**src/rtl/bsg_clk_gen_pearl_pkg.sv**
```systemverilog
// bsg_clk_gen_pearl_pkg: shared state enum, request struct macro, pearl node offsets and width helpers.
// Request struct layout: {id, data_not_reset, len, payload}.
// The payload field holds 2^lgw - 1 bits.
`define DECLARE_BSG_CLK_GEN_PEARL_TAG_REQ_S(idw, lgw) \
    typedef struct packed { \
        logic [(idw)-1:0] id; \
        logic data_not_reset; \
        logic [(lgw)-1:0] len; \
        logic [(2**(lgw))-2:0] payload; \
    } bsg_clk_gen_pearl_tag_req_s

package bsg_clk_gen_pearl_pkg;
    typedef enum logic [2:0] {IDLE, START, ID, DNR, LEN, PAY, GAP} bsg_clk_gen_pearl_tag_driver_state_e;
    localparam int tag_node_osc           = 0;
    localparam int tag_node_osc_trigger   = 1;
    localparam int tag_node_ds            = 2;
    localparam int tag_node_sel           = 3;
    localparam int tag_node_async_reset   = 4;
    localparam int tag_node_monitor_reset = 5;
    function automatic int safe_clog2(input int x);
        return (x <= 1) ? 1 : $clog2(x);
    endfunction
    function automatic int max4(input int a, input int b, input int c, input int d);
        int m;
        m = (a > b) ? a : b;
        m = (m > c) ? m : c;
        return (m > d) ? m : d;
    endfunction
endpackage

```
**src/rtl/bsg_clk_gen_pearl_tag_shifter.sv**
```systemverilog
// bsg_clk_gen_pearl_tag_shifter: loadable right-shift register with a bits-remaining down-counter.
// Ports:
//   clk_i, reset_i : clock and asynchronous active-high reset
//   load_i         : capture data_i and cnt_i
//   shift_i        : shift right by one and decrement the count
//   bit_o          : current LSB, the next bit to be sent
//   done_o         : no bits left to send
module bsg_clk_gen_pearl_tag_shifter #(
    parameter int width_p     = 1,
    parameter int cnt_width_p = 1
) (
    input  logic                   clk_i,
    input  logic                   reset_i,
    input  logic                   load_i,
    input  logic                   shift_i,
    input  logic [width_p-1:0]     data_i,
    input  logic [cnt_width_p-1:0] cnt_i,
    output logic                   bit_o,
    output logic                   done_o
);
    logic [width_p-1:0] data_r;
    logic [cnt_width_p-1:0] cnt_r;
    always_ff @(posedge clk_i or posedge reset_i) begin
        if (reset_i) begin
            data_r <= '0;
            cnt_r  <= '0;
        end else if (load_i) begin
            data_r <= data_i;
            cnt_r  <= cnt_i;
        end else if (shift_i) begin
            data_r <= data_r >> 1;
            cnt_r  <= cnt_r - 1'b1;
        end
    end
    assign bit_o  = data_r[0];
    assign done_o = (cnt_r == '0);
endmodule

```
**src/rtl/bsg_clk_gen_pearl_tag_driver.sv**
```systemverilog
// bsg_clk_gen_pearl_tag_driver: serializes parallel bsg_tag requests into the one-bit tag packet stream.
// Ports:
//   clk_i, reset_i       : serial clock and asynchronous active-high reset
//   v_i, ready_and_o     : request handshake, ready only while idle
//   id_i, data_not_reset_i, len_i, payload_i : request fields, captured on acceptance
//   tag_data_o           : registered serial stream
//   busy_o               : high from acceptance until the last gap bit
module bsg_clk_gen_pearl_tag_driver
    import bsg_clk_gen_pearl_pkg::*;
#(
    parameter int els_p      = 8,
    parameter int lg_width_p = 4,
    parameter int gap_p      = 4
) (
    input  logic                            clk_i,
    input  logic                            reset_i,
    input  logic                            v_i,
    output logic                            ready_and_o,
    input  logic [safe_clog2(els_p)-1:0]    id_i,
    input  logic                            data_not_reset_i,
    input  logic [lg_width_p-1:0]           len_i,
    input  logic [(2**lg_width_p)-2:0]      payload_i,
    output logic                            tag_data_o,
    output logic                            busy_o
);
    localparam int idw = safe_clog2(els_p);
    localparam int pw  = (2**lg_width_p) - 1;
    localparam int cw  = safe_clog2(max4(idw, lg_width_p, pw, gap_p) + 1);

    `DECLARE_BSG_CLK_GEN_PEARL_TAG_REQ_S(idw, lg_width_p);

    bsg_clk_gen_pearl_tag_req_s req;
    bsg_clk_gen_pearl_tag_driver_state_e state_r, state_n;
    logic dnr_r, bit_n, load, gap_load;
    logic id_shift, len_shift, pay_shift;
    logic id_bit, len_bit, pay_bit, id_done, len_done, pay_done;
    logic [lg_width_p-1:0] len_r;
    logic [cw-1:0] gap_r;

    assign req = '{id: id_i, data_not_reset: data_not_reset_i, len: len_i, payload: payload_i};
    assign load = (state_r == IDLE) & v_i;
    assign busy_o = (state_r != IDLE);
    assign ready_and_o = (state_r == IDLE) & ~reset_i;

    bsg_clk_gen_pearl_tag_shifter #(.width_p(idw), .cnt_width_p(cw)) id_sh (
        .clk_i(clk_i), .reset_i(reset_i), .load_i(load), .shift_i(id_shift),
        .data_i(req.id), .cnt_i(cw'(idw)), .bit_o(id_bit), .done_o(id_done));

    bsg_clk_gen_pearl_tag_shifter #(.width_p(lg_width_p), .cnt_width_p(cw)) len_sh (
        .clk_i(clk_i), .reset_i(reset_i), .load_i(load), .shift_i(len_shift),
        .data_i(req.len), .cnt_i(cw'(lg_width_p)), .bit_o(len_bit), .done_o(len_done));

    bsg_clk_gen_pearl_tag_shifter #(.width_p(pw), .cnt_width_p(cw)) pay_sh (
        .clk_i(clk_i), .reset_i(reset_i), .load_i(load), .shift_i(pay_shift),
        .data_i(req.payload), .cnt_i(cw'(req.len)), .bit_o(pay_bit), .done_o(pay_done));

    // bit_n is the bit shown during the state being entered; a field's shifter
    // shifts on the edge that puts its LSB on the line, so done means all sent.
    always_comb begin
        state_n   = state_r;
        bit_n     = 1'b0;
        id_shift  = 1'b0;
        len_shift = 1'b0;
        pay_shift = 1'b0;
        gap_load  = 1'b0;
        case (state_r)
            IDLE: begin
                state_n = v_i ? START : IDLE;
                bit_n   = v_i;
            end
            START: begin
                state_n  = ID;
                bit_n    = id_bit;
                id_shift = 1'b1;
            end
            ID: begin
                state_n  = id_done ? DNR : ID;
                bit_n    = id_done ? dnr_r : id_bit;
                id_shift = ~id_done;
            end
            DNR: begin
                state_n   = LEN;
                bit_n     = len_bit;
                len_shift = 1'b1;
            end
            LEN: begin
                state_n   = ~len_done ? LEN : (len_r != '0) ? PAY : GAP;
                bit_n     = ~len_done ? len_bit : (len_r != '0) & pay_bit;
                len_shift = ~len_done;
                pay_shift = len_done & (len_r != '0);
                gap_load  = len_done & (len_r == '0);
            end
            PAY: begin
                state_n   = pay_done ? GAP : PAY;
                bit_n     = ~pay_done & pay_bit;
                pay_shift = ~pay_done;
                gap_load  = pay_done;
            end
            GAP: state_n = (gap_r == '0) ? IDLE : GAP;
            default: state_n = IDLE;
        endcase
    end

    always_ff @(posedge clk_i or posedge reset_i) begin
        if (reset_i) begin
            state_r    <= IDLE;
            tag_data_o <= 1'b0;
            dnr_r      <= 1'b0;
            len_r      <= '0;
            gap_r      <= '0;
        end else begin
            state_r    <= state_n;
            tag_data_o <= bit_n;
            if (load) begin
                dnr_r <= req.data_not_reset;
                len_r <= req.len;
            end
            gap_r <= gap_load ? cw'(gap_p - 1) : (gap_r != '0) ? gap_r - 1'b1 : gap_r;
        end
    end
endmodule

```
**config.mk**
```make
export PLATFORM = sky130hd
export DESIGN_NAME = bsg_clk_gen_pearl_tag_driver
export DESIGN_NICKNAME = d
export VERILOG_FILES = /design/src/rtl/bsg_clk_gen_pearl_pkg.sv /design/src/rtl/bsg_clk_gen_pearl_tag_shifter.sv /design/src/rtl/bsg_clk_gen_pearl_tag_driver.sv
export SDC_FILE = /design/constraint.sdc
export NUM_CORES = 1
export LEC_CHECK = 0
export CAP_MARGIN = 20
export CELL_PAD_IN_SITES_DETAIL_PLACEMENT = 0
export CELL_PAD_IN_SITES_GLOBAL_PLACEMENT = 2
export CORE_ASPECT_RATIO = 1.5
export CORE_MARGIN = 2
export CORE_UTILIZATION = 28
export DETAILED_ROUTE_END_ITERATION = 10
export PLACE_DENSITY = 0.67
export SLEW_MARGIN = 15
export SYNTH_ARGS = -nofsm -noshare
export SYNTH_HDL_FRONTEND = slang
export SYNTH_SLANG_ARGS = --single-unit
```
**constraint.sdc**
```tcl
create_clock -name clk_i -period 3.9 [get_ports clk_i]
set_input_delay 0.585 -clock clk_i [delete_from_list [all_inputs] [get_ports clk_i]]
set_output_delay 0.585 -clock clk_i [all_outputs]
set_load 0.02 [all_outputs]
```
-- Word-level counts from Yosys, hierarchy flattened
Cells that the tools add are included.
- register bits after elaboration: 47
- latch bits: 0
- bits in writable memories: 0
- memory bits (read-only): 0
- input bits: 26
- memories: 0
- $add $sub $neg: 4
- $mul: 0
- divide/modulo/power cells: 0
- $lt $le $gt $ge: 0
- equal/unequal tests: 6
- shift operators: 0
- mux-type cells: 28
- bitwise gates (word level): 10
- reductions and logical operators: 13
- operators by type and width (cell ; count):
    4-bit 2-to-1 mux ; 10
    15-bit 2-to-1 mux ; 2
    3-bit one-hot mux with 7 select lines ; 1
    4-bit logical NOT ; 5
    4-bit by 1-bit subtractor with 4-bit output, second input constant ; 4
    3-bit == test, second input constant ; 3
    3-bit 2-to-1 mux ; 3
    1-bit one-hot mux with 2 select lines ; 4
    2-bit nonzero test ; 4
    4-bit nonzero test ; 2
    1-bit AND ; 6
    3-bit by 2-bit == test with 1-bit output, second input constant ; 2
    2-bit 2-to-1 mux ; 3
    1-bit one-hot mux with 6 select lines ; 1
    1-bit 2-to-1 mux ; 4
    1-bit inverter ; 4
    3-bit by 1-bit == test with 1-bit output, second input constant ; 1
    3-bit logical NOT ; 1
    3-bit nonzero test ; 1

-- Depth between registers and ports, before layout
- depth in word-level cells: 5
- mapped depth: 8
- mapped depth without buffers: 7

-- Cells and area by module
From an unflattened synthesis, not the netlist that was laid out.
- cell total of the unflattened synthesis: 234
- area total of the unflattened synthesis: 2437.3 um2
- modules (own cells, without submodules) (module ; times used ; cells each ; area each (um2)):
    bsg_clk_gen_pearl_tag_shifter at pay_sh ; 1 ; 88 ; 917.1
    bsg_clk_gen_pearl_tag_driver ; 1 ; 69 ; 725.7
    bsg_clk_gen_pearl_tag_shifter at len_sh ; 1 ; 41 ; 417.9
    bsg_clk_gen_pearl_tag_shifter at id_sh ; 1 ; 36 ; 376.6

-- Least setup slack after synthesis
Ideal clock, no wire load.
- path type: reg-to-output
- start: register state_r[0]
- end: output ready_and_o
- arrival time: 1.220 ns
- data required time: 3.315 ns
- slack: 2.095 ns
- cell stages (with the launch flop): 5
- path buffers: 1
- path through: dfrtp_1 buf_6 nor3_1 inv_1 nor2_1
- word-level cells in the longest chain between the ends: 2
- RTL lines (what ; RTL line ; source):
    from (decl) ; bsg_clk_gen_pearl_tag_driver.sv:33 ; bsg_clk_gen_pearl_tag_driver_state_e state_r, state_n;
    from (signal assigned) ; bsg_clk_gen_pearl_tag_driver.sv:112 ; state_r <= state_n;
    3-bit logical NOT ; bsg_clk_gen_pearl_tag_driver.sv:43 ; assign ready_and_o = (state_r == IDLE) & ~reset_i;
    1-bit AND ; bsg_clk_gen_pearl_tag_driver.sv:43 ;
    to (decl) ; bsg_clk_gen_pearl_tag_driver.sv:18 ; output logic ready_and_o,
Every way passes these cells.

-- Worst setup path in the final report
Same ends and word-level chain as after synthesis.

==> impl_metrics.py <==
metrics = {
    "detailed_routing": {
        "routed_wl_um": 5120,
        "vias_per_cell": 4.67,
        "avgRoutedWirePerCell_um": 14.0,
        "postRouteAntennaNets": 0,
        "via_count": 1714,
        "first_iter_violations": 64,
        "drcViolationCount": 0,
        "dr.pass1.iters": 4,
    },
    "worst_setup_path": {
        "critical_path.top_delay_family": "buffers and inverters",
        "cp_data_arrival_time_ns": 1.90,
        "crit_chain": "nor3_1, inv_1, nor2_1, clkdlybuf4s50_1",
        "critPathCaptureType": "output port",
        "cp.buffers_inverters": 2,
        "worstSetupPathDepth": 4,
        "start_kind": "register",
        "critPathRequiredTime_ns": 3.31,
        "r2r_cells": 7,
        "critPathMaxStageDelay_ns": 0.60,
        "critPathKind": "register to output port",
        "crit_path_top_delay_cell": "clkdlybuf4s50_1",
        "critical_path.max_fanout": 10,
    },
    "timing": {
        "clock.fmax_mhz": 403,
        "slew_headroom": 0.466,
        "drv_slew": 0,
        "fin_tns_setup_ns": 0,
        "finalSetupViolCount": 0,
        "fin_crit_ns": 2.48,
        "finalHoldViolCount": 0,
        "skew_ns": 0.00663,
        "period_share": 0.637,
        "tightestPinTransition_ns": 0.799,
        "rsz0062_at_grt": "false",
    },
    "global_route": {
        "grt_max_degree": 48,
        "grt_pass1_wl_um": 8740,
        "grt.total_usage": 0.128,
        "antenna_found_initial": 0,
        "gr-total-overflow": 0,
        "grt_pass1_vias": 1776,
    },
    "run_status": {
        "status": "complete, no violations",
    },
    "yosys": {
        "synth.most_common_cell": "nand2_1",
        "synth.area.top_cells": "dfrtp_1 (52%), nand2_1 (11%), a22oi_1 (4.6%)",
        "synthDistinctLibCells": 43,
        "yosysTopAreaCellShare": 0.520,
        "ys_ff_latch": 47,
        "ys_seq_area_frac": 0.520,
        "ys_top_cells_by_count": "nand2_1 (67), dfrtp_1 (47), a22oi_1 (14), inv_1 (12), nor2_1 (11)",
        "synth.avg_cell_area_um2": 9.66,
        "syn_nets": 266,
        "netlist_instances": 234,
        "yosys_warnings": 0,
        "synth.cell_area_um2": 2260,
        "synth_top_cell_by_area": "dfrtp_1",
        "ys_async_sr_fraction": 1.00,
        "synth_ff_type": "dfrtp_1",
        "synth_edf_count": 0,
    },
    "power": {
        "leakage_nw": 1.29,
        "power_density_nw_per_um2": 801,
        "power_mw": 2.25,
        "peakVddDrop_mv": 0.298,
    },
    "clock_tree": {
        "cts_htree_levels": 2,
        "cts_hold_buf": 0,
        "cts_buffers": 5,
        "cts_root_buf": "clkbuf_16",
        "cts_resized": 0,
        "post-cts-setup-buffers": 0,
        "clkTransAtPathRegs_ns": 0.06,
        "clock_latency_ns": 0.29,
        "tritoncts": "yes",
        "clockBufferDepth": 2,
        "cts_sinks": 47,
    },
    "finish": {
        "seq_area_um2": 1180,
        "areaGrowthSynthToFinish_pct": 24.3,
        "multiInputGateArea_um2": 983,
        "n_antenna_cell": 0,
        "drive_gt1_frac": 0.0725,
        "fill_cells": 854,
        "final_nets": 294,
    },
    "hold_path": {
        "holdPathStages": 2,
        "worst_hold_path_type": "register to register",
    },
    "die": {
        "core_area_um2": 7910,
        "initial_core_util": 0.286,
        "die_area_um2": 8820,
        "die_w_um": 77.4,
        "rows": 40,
        "die_h_um": 114,
        "io_pins": 29,
    },
    "run": {
        "maxCapViolations": 0,
    },
    "placement": {
        "port_buffers": 28,
        "gp_congestion": 0.708,
        "dpl.hpwl_um": 3590,
    },
}
[worst reg2reg max path, stage by stage, from the launching register on]
cell and delay, ns:
dfrtp_1 0.41, inv_1 0.07, ha_1 0.15, nor3b_1 0.36
o22ai_1 0.17, a21oi_2 0.63, nand2_1 0.11, o311ai_0 0.12
[power breakdown]
part           internal, mW  total (mW)  switching, mW
combinational         0.392       0.879          0.487
sequential            0.725       0.894          0.169
clock                 0.299       0.479          0.180
total                  1.42        2.25          0.836
[kinds of logic (layout without fill, tap and decap cells)]
kind of cell,count (synthesis),after routing,synth area share
compound gates,41,41,0.132
buf+inv,22,50,0.0448
fa+ha+maj,6,6,0.0332
mux,5,5,0.0221
xor+xnor,8,8,0.0310
simple gates,105,105,0.217
flops,47,47,0.520
[flip-flops by register name, summed over array words and instances (netlist names)]
signal,flops
len_r,4
pay_sh.data_r,15
len_sh.data_r,4
id_sh.cnt_r,4
tag_data_o,1
pay_sh.cnt_r,4
len_sh.cnt_r,4
state_r,3
gap_r,4
dnr_r,1
id_sh.data_r,3
[cells in the final DEF, fill, tap and decap left out, types with 2 or more instances in the layout]
cell	instances
a21oi_1	5
nor3_1	5
a221o_1	2
a21o_1	2
a211oi_1	2
dfrtp_1	47
a22oi_1	14
xnor2_1	8
mux2i_1	5
buf_4	2
a31oi_1	3
clkdlybuf4s50_1	28
nand2_1	67
nand3_1	4
nor2_1	11
clkbuf_16	5
o21ai_0	5
inv_1	11
nor3b_1	4
ha_1	6
[stage by stage]
step / hold slack [ns] / cells / worst slack (ns) / area [um^2] / util
floorplan: 0.446 / 234 / 2.10 / 2260 / -
global placement: 0.462 / 359 / 1.58 / 2630 / 0.333
detailed placement: 0.465 / 359 / 1.59 / 2630 / 0.333
CTS: 0.484 / 366 / 1.39 / 2790 / 0.353
global route: 0.499 / 367 / 1.22 / 2810 / 0.355
finish: 0.477 / 367 / 1.42 / 2810 / 0.355
[final cells by class]
type | count | area share
timing repair buffer | 31 | 0.112
clock buffer | 6 | 0.0459
multi-input combinational | 165 | 0.350
inverter | 12 | 0.0160
clock inverter | 1 | 0.0107
sequential | 47 | 0.419
tap | 105 | 0.0467
[path summary, 6_finish.rpt]
| path | slack [ns] | end | from |
|---|---|---|---|
| worst max-delay path | 1.42 | ready_and_o | state_r[0] |
| worst min-delay path | 0.48 | pay_sh.data_r[11] | pay_sh.data_r[11] |
| worst max register to register | 1.77 | pay_sh.cnt_r[1] | pay_sh.cnt_r[0] |
| worst min register to register | 0.48 | pay_sh.data_r[11] | pay_sh.data_r[11] |
| max in group asynchronous | 2.76 | pay_sh.data_r[13] | reset_i |
| min in group asynchronous | 0.65 | len_sh.cnt_r[3] | reset_i |
[routing by layer]
layer / share of wire / wire length (um) / up-vias / global-route usage
met5: 0 / 0 / - / 0
met4: 0.020 / 100 / 0 / 0.0571
met3: 0.041 / 210 / 6 / 0.0284
met2: 0.51 / 2610 / 34 / 0.224
met1: 0.43 / 2210 / 824 / 0.148
li1: - / - / 850 / -
No activity file was read; power rests on OpenSTA's default activity.
